[src/rtl/xadc_drp_responder.sv]
// Stand-in for the XADC wizard's DRP port and end-of-conversion sequencer.
// It converts four aux channels round-robin and answers DRP transactions after a fixed latency.
module xadc_drp_responder #(
    parameter int         DRP_LAT     = 4,
    parameter int         CONV_CYCLES = 26,
    parameter logic [3:0] SEQ_RST     = 4'hF
) (
    input  logic        CLK100MHZ,
    input  logic        CPU_RESETN,
    input  logic [6:0]  daddr_in,
    input  logic        den_in,
    input  logic        dwe_in,
    input  logic [15:0] di_in,
    output logic [15:0] do_out,
    output logic        drdy_out,
    output logic        busy_out,
    output logic        eoc_out,
    output logic [4:0]  channel_out,
    output logic        err_out,
    input  logic [11:0] aux2_in,
    input  logic [11:0] aux3_in,
    input  logic [11:0] aux10_in,
    input  logic [11:0] aux11_in
);
    localparam int         TW        = (CONV_CYCLES > 2) ? $clog2(CONV_CYCLES) : 1;
    localparam logic [TW-1:0] CONV_INIT = TW'(CONV_CYCLES - 2);
    localparam logic [3:0] LAT_INIT  = 4'(DRP_LAT - 1);

    typedef enum logic [1:0] {DRP_IDLE, DRP_WAIT, DRP_RESP} drp_state_t;
    typedef enum logic [1:0] {SEQ_OFF, SEQ_CONV, SEQ_EOC} seq_state_t;

    drp_state_t    drp_state_reg, drp_state_next;
    seq_state_t    seq_state_reg, seq_state_next;
    logic [3:0]    lat_cnt_reg, lat_cnt_next;
    logic [TW-1:0] timer_reg, timer_next;
    logic [1:0]    sel_reg, sel_next;
    logic [4:0]    chan_reg;
    logic          wr_flag_reg;
    logic [15:0]   snap_reg;
    logic          err_reg;
    logic [15:0]   cfg40_reg, cfg41_reg, cfg42_reg;
    logic [15:0]   res_arr [4];
    logic [11:0]   aux_arr [4];
    logic [15:0]   rd_data;
    logic [3:0]    eff_mask;
    logic [1:0]    pick_idx;
    logic [1:0]    pick_base;
    logic          accept, wr_accept, conv_done;

    function automatic logic [4:0] ch_addr(input logic [1:0] idx);
        case (idx)
            2'd0:    ch_addr = 5'h12;
            2'd1:    ch_addr = 5'h13;
            2'd2:    ch_addr = 5'h1A;
            default: ch_addr = 5'h1B;
        endcase
    endfunction

    assign aux_arr[0] = aux2_in;
    assign aux_arr[1] = aux3_in;
    assign aux_arr[2] = aux10_in;
    assign aux_arr[3] = aux11_in;

    assign accept    = (drp_state_reg == DRP_IDLE) && den_in;
    assign wr_accept = accept && dwe_in;
    assign conv_done = (seq_state_reg == SEQ_CONV) && (timer_reg == '0);
    // A write to 0x41 landing on a selection cycle must steer that selection.
    assign eff_mask  = (wr_accept && daddr_in == 7'h41) ? di_in[3:0] : cfg41_reg[3:0];

    generate
        for (genvar gi = 0; gi < 4; gi++) begin : g_res
            logic [15:0] value_reg;
            always_ff @(posedge CLK100MHZ or negedge CPU_RESETN) begin
                if (!CPU_RESETN)
                    value_reg <= '0;
                else if (conv_done && sel_reg == 2'(gi))
                    value_reg <= {aux_arr[gi], 4'b0};
            end
            assign res_arr[gi] = value_reg;
        end
    endgenerate

    always_comb begin
        rd_data = '0;
        case (daddr_in)
            7'h12:   rd_data = res_arr[0];
            7'h13:   rd_data = res_arr[1];
            7'h1A:   rd_data = res_arr[2];
            7'h1B:   rd_data = res_arr[3];
            7'h40:   rd_data = cfg40_reg;
            7'h41:   rd_data = cfg41_reg;
            7'h42:   rd_data = cfg42_reg;
            default: rd_data = '0;
        endcase
    end

    always_ff @(posedge CLK100MHZ or negedge CPU_RESETN) begin
        if (!CPU_RESETN) begin
            cfg40_reg   <= '0;
            cfg41_reg   <= {12'h0, SEQ_RST};
            cfg42_reg   <= '0;
            wr_flag_reg <= 1'b0;
            snap_reg    <= '0;
            err_reg     <= 1'b0;
        end else begin
            if (wr_accept) begin
                case (daddr_in)
                    7'h40:   cfg40_reg <= di_in;
                    7'h41:   cfg41_reg <= di_in;
                    7'h42:   cfg42_reg <= di_in;
                    default: ;
                endcase
            end
            if (accept) begin
                wr_flag_reg <= dwe_in;
                snap_reg    <= rd_data;
            end
            if (den_in && drp_state_reg != DRP_IDLE)
                err_reg <= 1'b1;
        end
    end

    // DRP FSM
    always_ff @(posedge CLK100MHZ or negedge CPU_RESETN) begin
        if (!CPU_RESETN) begin
            drp_state_reg <= DRP_IDLE;
            lat_cnt_reg   <= '0;
        end else begin
            drp_state_reg <= drp_state_next;
            lat_cnt_reg   <= lat_cnt_next;
        end
    end

    always_comb begin
        drp_state_next = drp_state_reg;
        lat_cnt_next   = lat_cnt_reg;
        case (drp_state_reg)
            DRP_IDLE: if (den_in) begin
                lat_cnt_next   = LAT_INIT;
                drp_state_next = (DRP_LAT == 1) ? DRP_RESP : DRP_WAIT;
            end
            DRP_WAIT: begin
                lat_cnt_next = lat_cnt_reg - 4'd1;
                if (lat_cnt_reg == 4'd1)
                    drp_state_next = DRP_RESP;
            end
            default: drp_state_next = DRP_IDLE;
        endcase
    end

    always_comb begin
        drdy_out = (drp_state_reg == DRP_RESP);
        do_out   = (drp_state_reg == DRP_RESP && !wr_flag_reg) ? snap_reg : 16'h0;
        err_out  = err_reg;
    end

    // Round-robin: first enabled channel above pick_base, wrapping; base 3 yields the lowest.
    always_comb begin
        pick_base = (seq_state_reg == SEQ_OFF) ? 2'd3 : sel_reg;
        pick_idx  = pick_base;
        for (int i = 4; i >= 1; i--) begin
            if (eff_mask[pick_base + 2'(i)])
                pick_idx = pick_base + 2'(i);
        end
    end

    // Sequencer FSM
    always_ff @(posedge CLK100MHZ or negedge CPU_RESETN) begin
        if (!CPU_RESETN) begin
            seq_state_reg <= SEQ_OFF;
            timer_reg     <= '0;
            sel_reg       <= '0;
            chan_reg      <= '0;
        end else begin
            seq_state_reg <= seq_state_next;
            timer_reg     <= timer_next;
            sel_reg       <= sel_next;
            if (conv_done)
                chan_reg <= ch_addr(sel_reg);
        end
    end

    always_comb begin
        seq_state_next = seq_state_reg;
        timer_next     = timer_reg;
        sel_next       = sel_reg;
        case (seq_state_reg)
            SEQ_CONV: begin
                if (timer_reg == '0)
                    seq_state_next = SEQ_EOC;
                else
                    timer_next = timer_reg - 1'b1;
            end
            default: begin
                if (eff_mask != 4'h0) begin
                    sel_next       = pick_idx;
                    timer_next     = CONV_INIT;
                    seq_state_next = SEQ_CONV;
                end else begin
                    seq_state_next = SEQ_OFF;
                end
            end
        endcase
    end

    always_comb begin
        busy_out    = (seq_state_reg == SEQ_CONV);
        eoc_out     = (seq_state_reg == SEQ_EOC);
        channel_out = chan_reg;
    end
endmodule

[config.mk]
export PLATFORM = sky130hd
export DESIGN_NAME = xadc_drp_responder
export DESIGN_NICKNAME = d
export VERILOG_FILES = /design/src/rtl/xadc_drp_responder.sv
export SDC_FILE = /design/constraint.sdc
export NUM_CORES = 1
export LEC_CHECK = 0
export CELL_PAD_IN_SITES_DETAIL_PLACEMENT = 1
export CELL_PAD_IN_SITES_GLOBAL_PLACEMENT = 1
export CORE_MARGIN = 2
export CORE_UTILIZATION = 35
export DETAILED_ROUTE_END_ITERATION = 8
export GPL_TIMING_DRIVEN = 1
export PLACE_DENSITY = 0.78
export SLEW_MARGIN = 20
export SYNTH_ARGS = -nofsm -noshare
export SYNTH_HDL_FRONTEND = slang
export SYNTH_SLANG_ARGS = --single-unit
[constraint.sdc]
create_clock -name CLK100MHZ -period 2.54 [get_ports CLK100MHZ]
set_input_delay 0.508 -clock CLK100MHZ [delete_from_list [all_inputs] [get_ports CLK100MHZ]]
set_output_delay 0.508 -clock CLK100MHZ [all_outputs]
set_load 0.02 [all_outputs]
==> results of run 1 <==
==> Yosys cell counts (3+ instances only) <==
master	n
a21o_1	10
a21oi_1	15
a222oi_1	17
a22o_1	10
a22oi_1	5
and2_1	17
buf_1	4
buf_2	4
clkbuf_1	18
dfrtp_1	128
dfstp_2	4
ha_1	4
inv_1	9
mux2_2	98
mux2i_1	18
mux4_4	3
nand2_1	31
nand2b_1	5
nand3_1	5
nor2_1	13
nor2b_1	8
nor3_1	3
nor3b_1	3
nor4_1	3
o21ai_0	17
o21bai_1	4
or3_1	4
==> worst min path at each step <==
stage / to / slack, ps
after floorplan: cfg40_reg[0]$_DFFE_PN0P_ / 210
after global placement: snap_reg[7]$_DFFE_PN0N_ / 450
after detailed placement: err_out$_DFFE_PN0P_ / 460
after CTS: snap_reg[0]$_DFFE_PN0N_ / 140
after global routing: snap_reg[0]$_DFFE_PN0N_ / 160
final: snap_reg[0]$_DFFE_PN0N_ / 110
==> per-stage QoR <==
step | hold slack (ps) | area (sq um) | std cells | worst slack (ps) | total power, uW
final | 114 | 8520 | 880 | 76.2 | 7080
after CTS | 143 | 8420 | 879 | -120 | 7110
after floorplan | 212 | 6210 | 497 | -101 | 3820
after global routing | 162 | 8520 | 880 | -6.20 | 7410
after detailed placement | 457 | 7810 | 847 | -584 | 4480
after global placement | 453 | 7810 | 847 | -407 | 4350
==> repair_timing <==
| item | CTS | global route |
|---|---|---|
| setup buffers | 0 | 1 |
| pin swaps | 0 | 4 |
| resized for setup | 17 | 23 |
| setup endpoints to repair | 18 | 10 |
| endpoints found under the hold margin | 0 | 0 |
==> layout make-up <==
class	instances	share of cell area (%)
Sequential cell	132	38.8
Multi-Input combinational cell	326	32.9
Timing Repair Buffer	156	17.2
Clock buffer	18	5.15
Tap cell	225	3.30
Clock inverter	14	2.23
Inverter	9	0.397
==> cell usage in the layout (no fill, tap or decap), types with 4 or more instances in the layout <==
cell             synthesis  layout
a22oi_1                  5       5
dfrtp_1                128     128
buf_12                   0       4
mux2_2                  98      98
dlygate4sd2_1            0      13
a222oi_1                17      17
buf_4                    2      52
clkinv_4                 0       4
ha_1                     4       4
nand3_1                  5       5
nor2b_1                  8       7
a22o_1                  10      10
dfstp_2                  4       4
clkbuf_16                0      17
and2_1                  17      17
a21oi_1                 15      15
inv_6                    0       4
o21ai_0                 17      16
nor2_1                  13      13
nand2b_1                 5       5
mux2i_1                 18      14
a21o_1                  10      10
nand2_1                 31      31
clkdlybuf4s50_1          0      78
inv_1                    9       9
==> metal layers <==
layer  share of wire, %  wire (um)
met2                 50       9240
met3                4.0        735
met4                3.4        622
met5                  0          0
met1                 43       7850
==> report_power, final <==
part | switching [uW] | leakage [uW] | internal [uW]
clock | 988 | 0.000306 | 1600
combinational | 725 | 0.00197 | 824
sequential | 336 | 0.00167 | 2600
==> critical path: cells and delay by family <==
family                 cells  cell delay (ps)
multiplexers               1              250
AO/OA/AOI/OAI              2              200
AND/OR/NAND/NOR            3             1090
buffers and inverters      3              760
==> cells by family (layout without fill, tap and decap cells) <==
group / Yosys count / in the layout
AO/OA/AOI/OAI: 93 / 93
flip-flops: 132 / 132
buffers and inverters: 39 / 197
adder cells (fa/ha/maj): 4 / 4
AND/OR/NAND/NOR: 106 / 106
XOR/XNOR: 2 / 2
other: 1 / 1
multiplexers: 120 / 120
==> results.tsv, run 1 <==
metric	value	unit
EDFF count, synth	0	
die area	0.0188	sq mm
Arr. time, crit path	2810	ps
xor and xnor fraction of the mapped netlist area	0.282	%
crit share post-route	97.0	%
vias in the first global route	5295	
# nets final	721	
WP data required	2890	ps
post-DR vias/cell	5.40	
Clock Tree Buf Depth	2	
layout cell share with drive strength beyond 1	33.0	%
CP cell instances	clkdlybuf4s50_1 -> or4b_4 -> nor4_4 -> buf_6 -> buf_6 -> mux2i_4 -> a31oi_4 -> or3_4 -> o211ai_2	
Max-cap violations	0	
post-synthesis sequential area ratio	53.3	%
fin crit period	2460	ps
Core Footprint	0.0173	sq mm
Final Setup Violations	0	
Util after Layout	49.3	%
clock root cell	clkbuf_16	
area share of fa/ha/maj cells after synthesis	0.806	%
# hold bufs at CTS	0	
drt drc	0	
Chip Width	137	um
GR peak layer	met2	
Fillers	1820	
nature of the critical path endpoint	flip-flop	
PwrDens	831	mW/mm^2
slowest CP cell	or4b_4	
f_max	406	MHz
H-tree depth	4	
Worst Setup SP	daddr_in[3]	
Die Ht	137	um
critical path capture point	sel_reg[0]$_DFFE_PN0P_	
initial antenna violation count	0	
outcome	completed	
Largest register FFs	48	
Simple-Gate Fraction of Synth Area	9.54	%
Worst Reg-to-Reg Cells	9	
dominant synthesized flop cell	dfrtp_1	
synth top area cells	dfrtp_1, mux2_2, mux2i_1	
TritonRoute pass-1 iters	7	
type of origin of the critical path	input port	
Post-Syn Instances	497	
R2R Path Start	drp_state_reg[0]$_DFFE_PN0P_	
# rows	48	
Leak	0.00395	uW
complex-gate fraction of the synthesized area	11.1	%
Synth area leader	dfrtp_1	
global-route met3 utilization	4.41	%
# IOs	100	
IO buf count	98	
crit-path max cell delay	520	ps
Tot GR Track Use	20.5	%
gr ovfl total	0	
vias	4750	
area share of the largest cell type after synthesis	51.6	%
Clock transition at path regs	60	ps
post-synthesis mux area share	22.1	%
Critical Path Most Common Cell	buf_6	
total CTS buffers	17	
Worst Setup Path Type	input port to flip-flop	
Avg Cell Area, Syn	12.5	sq um
max_slew headroom	54.6	%
Initial Util	35.9	%
Clock Latency Late Sink	430	ps
FF+latch count, synth	132	
register area	0.00331	sq mm
Setup TNS	0	ps
post-synthesis async set-or-reset flop share	100	%
drt wl/cell	21.0	um
net count after synthesis	576	
Synth Cell Area	0.00621	sq mm
initial drt markers	270	
Layout Area Growth over Synthesis	37.3	%
largest net degree at the start of global routing	52	
Hold Fails Final Rpt	0	
area of the multi-input gates	0.00281	sq mm
GR Util met2	35.2	%
largest family of logic cells by synthesized area	multiplexers	
diode count	0	
# clock sinks	132	
TritonCTS clock tree	yes	
HP Class	input port to async pin	
met1 Track Usage GR	24.4	%
slew of the pin with the lowest slew margin	681	ps
FF-to-FF setup slack	150	ps
global-route wire length before repair	28900	um
Peak VDD IR	0.000500	V
maximum fanout along the worst path	8	
worst reg2reg path endpoint	sel_reg[0]$_DFFE_PN0P_	
Final Skew	9.80	ps
Netlist cell types	54	
warnings from Yosys	0	
placed wire-length estimate	13100	um
Post-Route WL	18500	um
placer's final routability congestion estimate	0.954	
fin. max-slew vios	0	
antenna-violating nets left	0	
Power figures use the tool's default switching activity.
==> run 2: changes to the inputs <==
--- a/config.mk
+++ b/config.mk
@@ -9,6 +9,7 @@
 export CELL_PAD_IN_SITES_GLOBAL_PLACEMENT = 1
 export CORE_MARGIN = 2
 export CORE_UTILIZATION = 35
+export CTS_CLUSTER_SIZE = 24
 export DETAILED_ROUTE_END_ITERATION = 8
 export GPL_TIMING_DRIVEN = 1
 export PLACE_DENSITY = 0.78
==> results of run 2 <==
The final DEF is identical to that of run 1; final timing and power are the same.
==> run 3: changes to the inputs <==
--- a/config.mk
+++ b/config.mk
@@ -7,13 +7,14 @@
 export LEC_CHECK = 0
 export CELL_PAD_IN_SITES_DETAIL_PLACEMENT = 1
 export CELL_PAD_IN_SITES_GLOBAL_PLACEMENT = 1
+export CORE_ASPECT_RATIO = 0.5
 export CORE_MARGIN = 2
 export CORE_UTILIZATION = 35
 export CTS_CLUSTER_SIZE = 24
 export DETAILED_ROUTE_END_ITERATION = 8
 export GPL_TIMING_DRIVEN = 1
 export PLACE_DENSITY = 0.78
-export SLEW_MARGIN = 20
+export SLEW_MARGIN = 10
 export SYNTH_ARGS = -nofsm -noshare
 export SYNTH_HDL_FRONTEND = slang
 export SYNTH_SLANG_ARGS = --single-unit
==> constraint.sdc (replaced) <==
create_clock -name CLK100MHZ -period 2.7 [get_ports CLK100MHZ]
set_input_delay 0.54 -clock CLK100MHZ [delete_from_list [all_inputs] [get_ports CLK100MHZ]]
set_output_delay 0.54 -clock CLK100MHZ [all_outputs]
set_load 0.02 [all_outputs]
==> run 3 against run 2 <==
Against the previous run: flip-flop and latch count did not move; power fell by 7.3%; first-iteration DRC count increased by 27%; core utilization shrank 1.5 points; non-clock buffer count down 22; largest power group unchanged; sequential power down 5%; die area grew 0.34%; largest cell class unchanged; cell count shrank 1.5%; critical path depth is 4 lower.
==> results.tsv, run 3 (same netlist as run 1, synthesis figures left out) <==
metric	value	unit	change
crit share post-route	96.3	%	
maximum fanout along the worst path	16		+8
vias	4696		-1.1%
Worst Reg-to-Reg Cells	8		-1
TritonRoute pass-1 iters	5		-2
fin. max-slew vios	0		unchanged
Initial Util	35.8	%	-0.12 points
diode count	0		unchanged
Final Skew	20.9	ps	+11.1 ps
Clock transition at path regs	60	ps	about the same
largest net degree at the start of global routing	55		+5.8%
TritonCTS clock tree	yes		
drt wl/cell	21.9	um	+4.5%
# hold bufs at CTS	0		unchanged
Hold Fails Final Rpt	0		unchanged
placed wire-length estimate	12400	um	-5.7%
placer's final routability congestion estimate	0.823		-14%
commonest non-fill, non-tap cell in the layout	dfrtp_1		
post-DR vias/cell	5.42		+0.35%
f_max	384	MHz	
Core Footprint	0.0174	sq mm	+0.35%
fin crit period	2600	ps	
initial antenna violation count	0		unchanged
total CTS buffers	17		unchanged
vias in the first global route	5250		-0.85%
clock root cell	clkbuf_16		
outcome	completed		
Leak	0.00381	uW	-3.6%
Final Instance Area	0.00829	sq mm	-2.7%
Cell Area, Placed	0.00769	sq mm	-1.4%
initial drt markers	342		+27%
die area	0.0189	sq mm	+0.34%
WP data required	2160	ps	-730 ps
H-tree depth	4		unchanged
Worst Setup Path Type	flip-flop to primary output		
Die Ht	98.2	um	-28%
antenna-violating nets left	0		unchanged
Clock Tree Buf Depth	2		unchanged
Peak VDD IR	0.000497	V	-0.62%
Clock Latency Late Sink	430	ps	about the same
IO buf count	98		unchanged
HP Class	input port to async pin		
Final Hold Slack	17.3	ps	-96.3 ps
Final Setup Violations	0		unchanged
Post-Route WL	19000	um	+2.9%
Tot GR Track Use	21.0	%	+0.50 points
max_slew headroom	28.0	%	-27 points
Max-cap violations	0		unchanged
# clock sinks	132		unchanged
slew of the pin with the lowest slew margin	1080	ps	+396 ps
most frequent cells in the layout	dfrtp_1, mux2_2, clkdlybuf4s50_1, nand2_1, buf_4		
Arr. time, crit path	2060	ps	-750 ps
# IOs	100		unchanged
Layout Area Growth over Synthesis	33.5	%	
nature of the critical path endpoint	primary output		
type of origin of the critical path	flip-flop		
PwrDens	791	mW/mm^2	-4.7%
gr ovfl total	0		unchanged
# nets final	699		-3.1%
layout cell share with drive strength beyond 1	29.2	%	-3.8 points
RSZ-0062 raised after global routing	no		
Chip Width	192	um	+40%
# rows	34		-29%
drt drc	0		unchanged
global-route wire length before repair	30000	um	+3.9%
Largest register FFs	48		unchanged
-- run 3: cell count changes in the layout (fill, tap and decap cells not counted), moves of 3 or more --
cell	change
buf_4	-22
clkinv_2	+4
inv_6	-4
buf_12	+3
buf_6	-3
clkdlybuf4s50_1	+3
dlygate4sd2_1	+3
dlymetal6s2s_1	-3
mux2i_1	+3
-- run 3: timing repair --
action                                  4_1_cts  5_1_grt
setup buffers                                 0        0
resized for setup                            17        2
pin swaps                                     0        1
endpoints found under the setup margin       16        2
-- run 3: stage by stage --
step                setup WS [ps]  setup TNS [ps]  utilization, %  cells  power, uW
floorplan                    7.92               0               -    497       3600
global placement             -317           -5820            44.3    835       4060
detailed placement           -359           -7680            44.3    835       4160
CTS                          57.0               0            47.7    867       6600
global route                 53.5               0            47.7    867       6880
finish                       99.2               0            47.7    867       6560
-- run 3: area by class of cell --
type / count / area, sq um
fill: 1808 / 9070
sequential: 132 / 3310
inverter: 9 / 33.8
timing repair buffer: 134 / 1320
multi-input combinational: 326 / 2730
tap: 234 / 293
clock buffer: 19 / 443
clock inverter: 13 / 159
-- run 3: power breakdown --
part / internal, uW / switching, uW / total, uW
combinational: 738 / 654 / 1390
clock: 1470 / 915 / 2390
sequential: 2450 / 328 / 2780
total: 4660 / 1900 / 6560
-- run 3: worst paths after layout --
path	from	end	slack [ps]
max	drp_state_reg[0]$_DFFE_PN0P_	do_out[5]	100
min	CPU_RESETN	cfg40_reg[3]$_DFFE_PN0P_	20
max reg2reg	drp_state_reg[0]$_DFFE_PN0P_	sel_reg[0]$_DFFE_PN0P_	270
min reg2reg	err_out$_DFFE_PN0P_	err_out$_DFFE_PN0P_	470
max in group asynchronous	CPU_RESETN	g_res[3].value_reg[11]$_DFFE_PN0P_	1900
min in group CLK100MHZ	err_out$_DFFE_PN0P_	err_out$_DFFE_PN0P_	470
-- run 3: critical path, cell delays in order, from the launching register on --
cell,delay [ps]
dfrtp_1,490
nor2b_2,210
nor2b_1,170
buf_4,230
and2_1,190
dlygate4sd2_1,360
-- run 3: metal layers --
metal,up-vias,part of all wire [%],track usage (%)
met5,-,0,0
met4,0,1.8,6.34
met3,25,4.1,4.39
met2,124,50,35.9
met1,2476,44,26.8
li1,2071,-,-
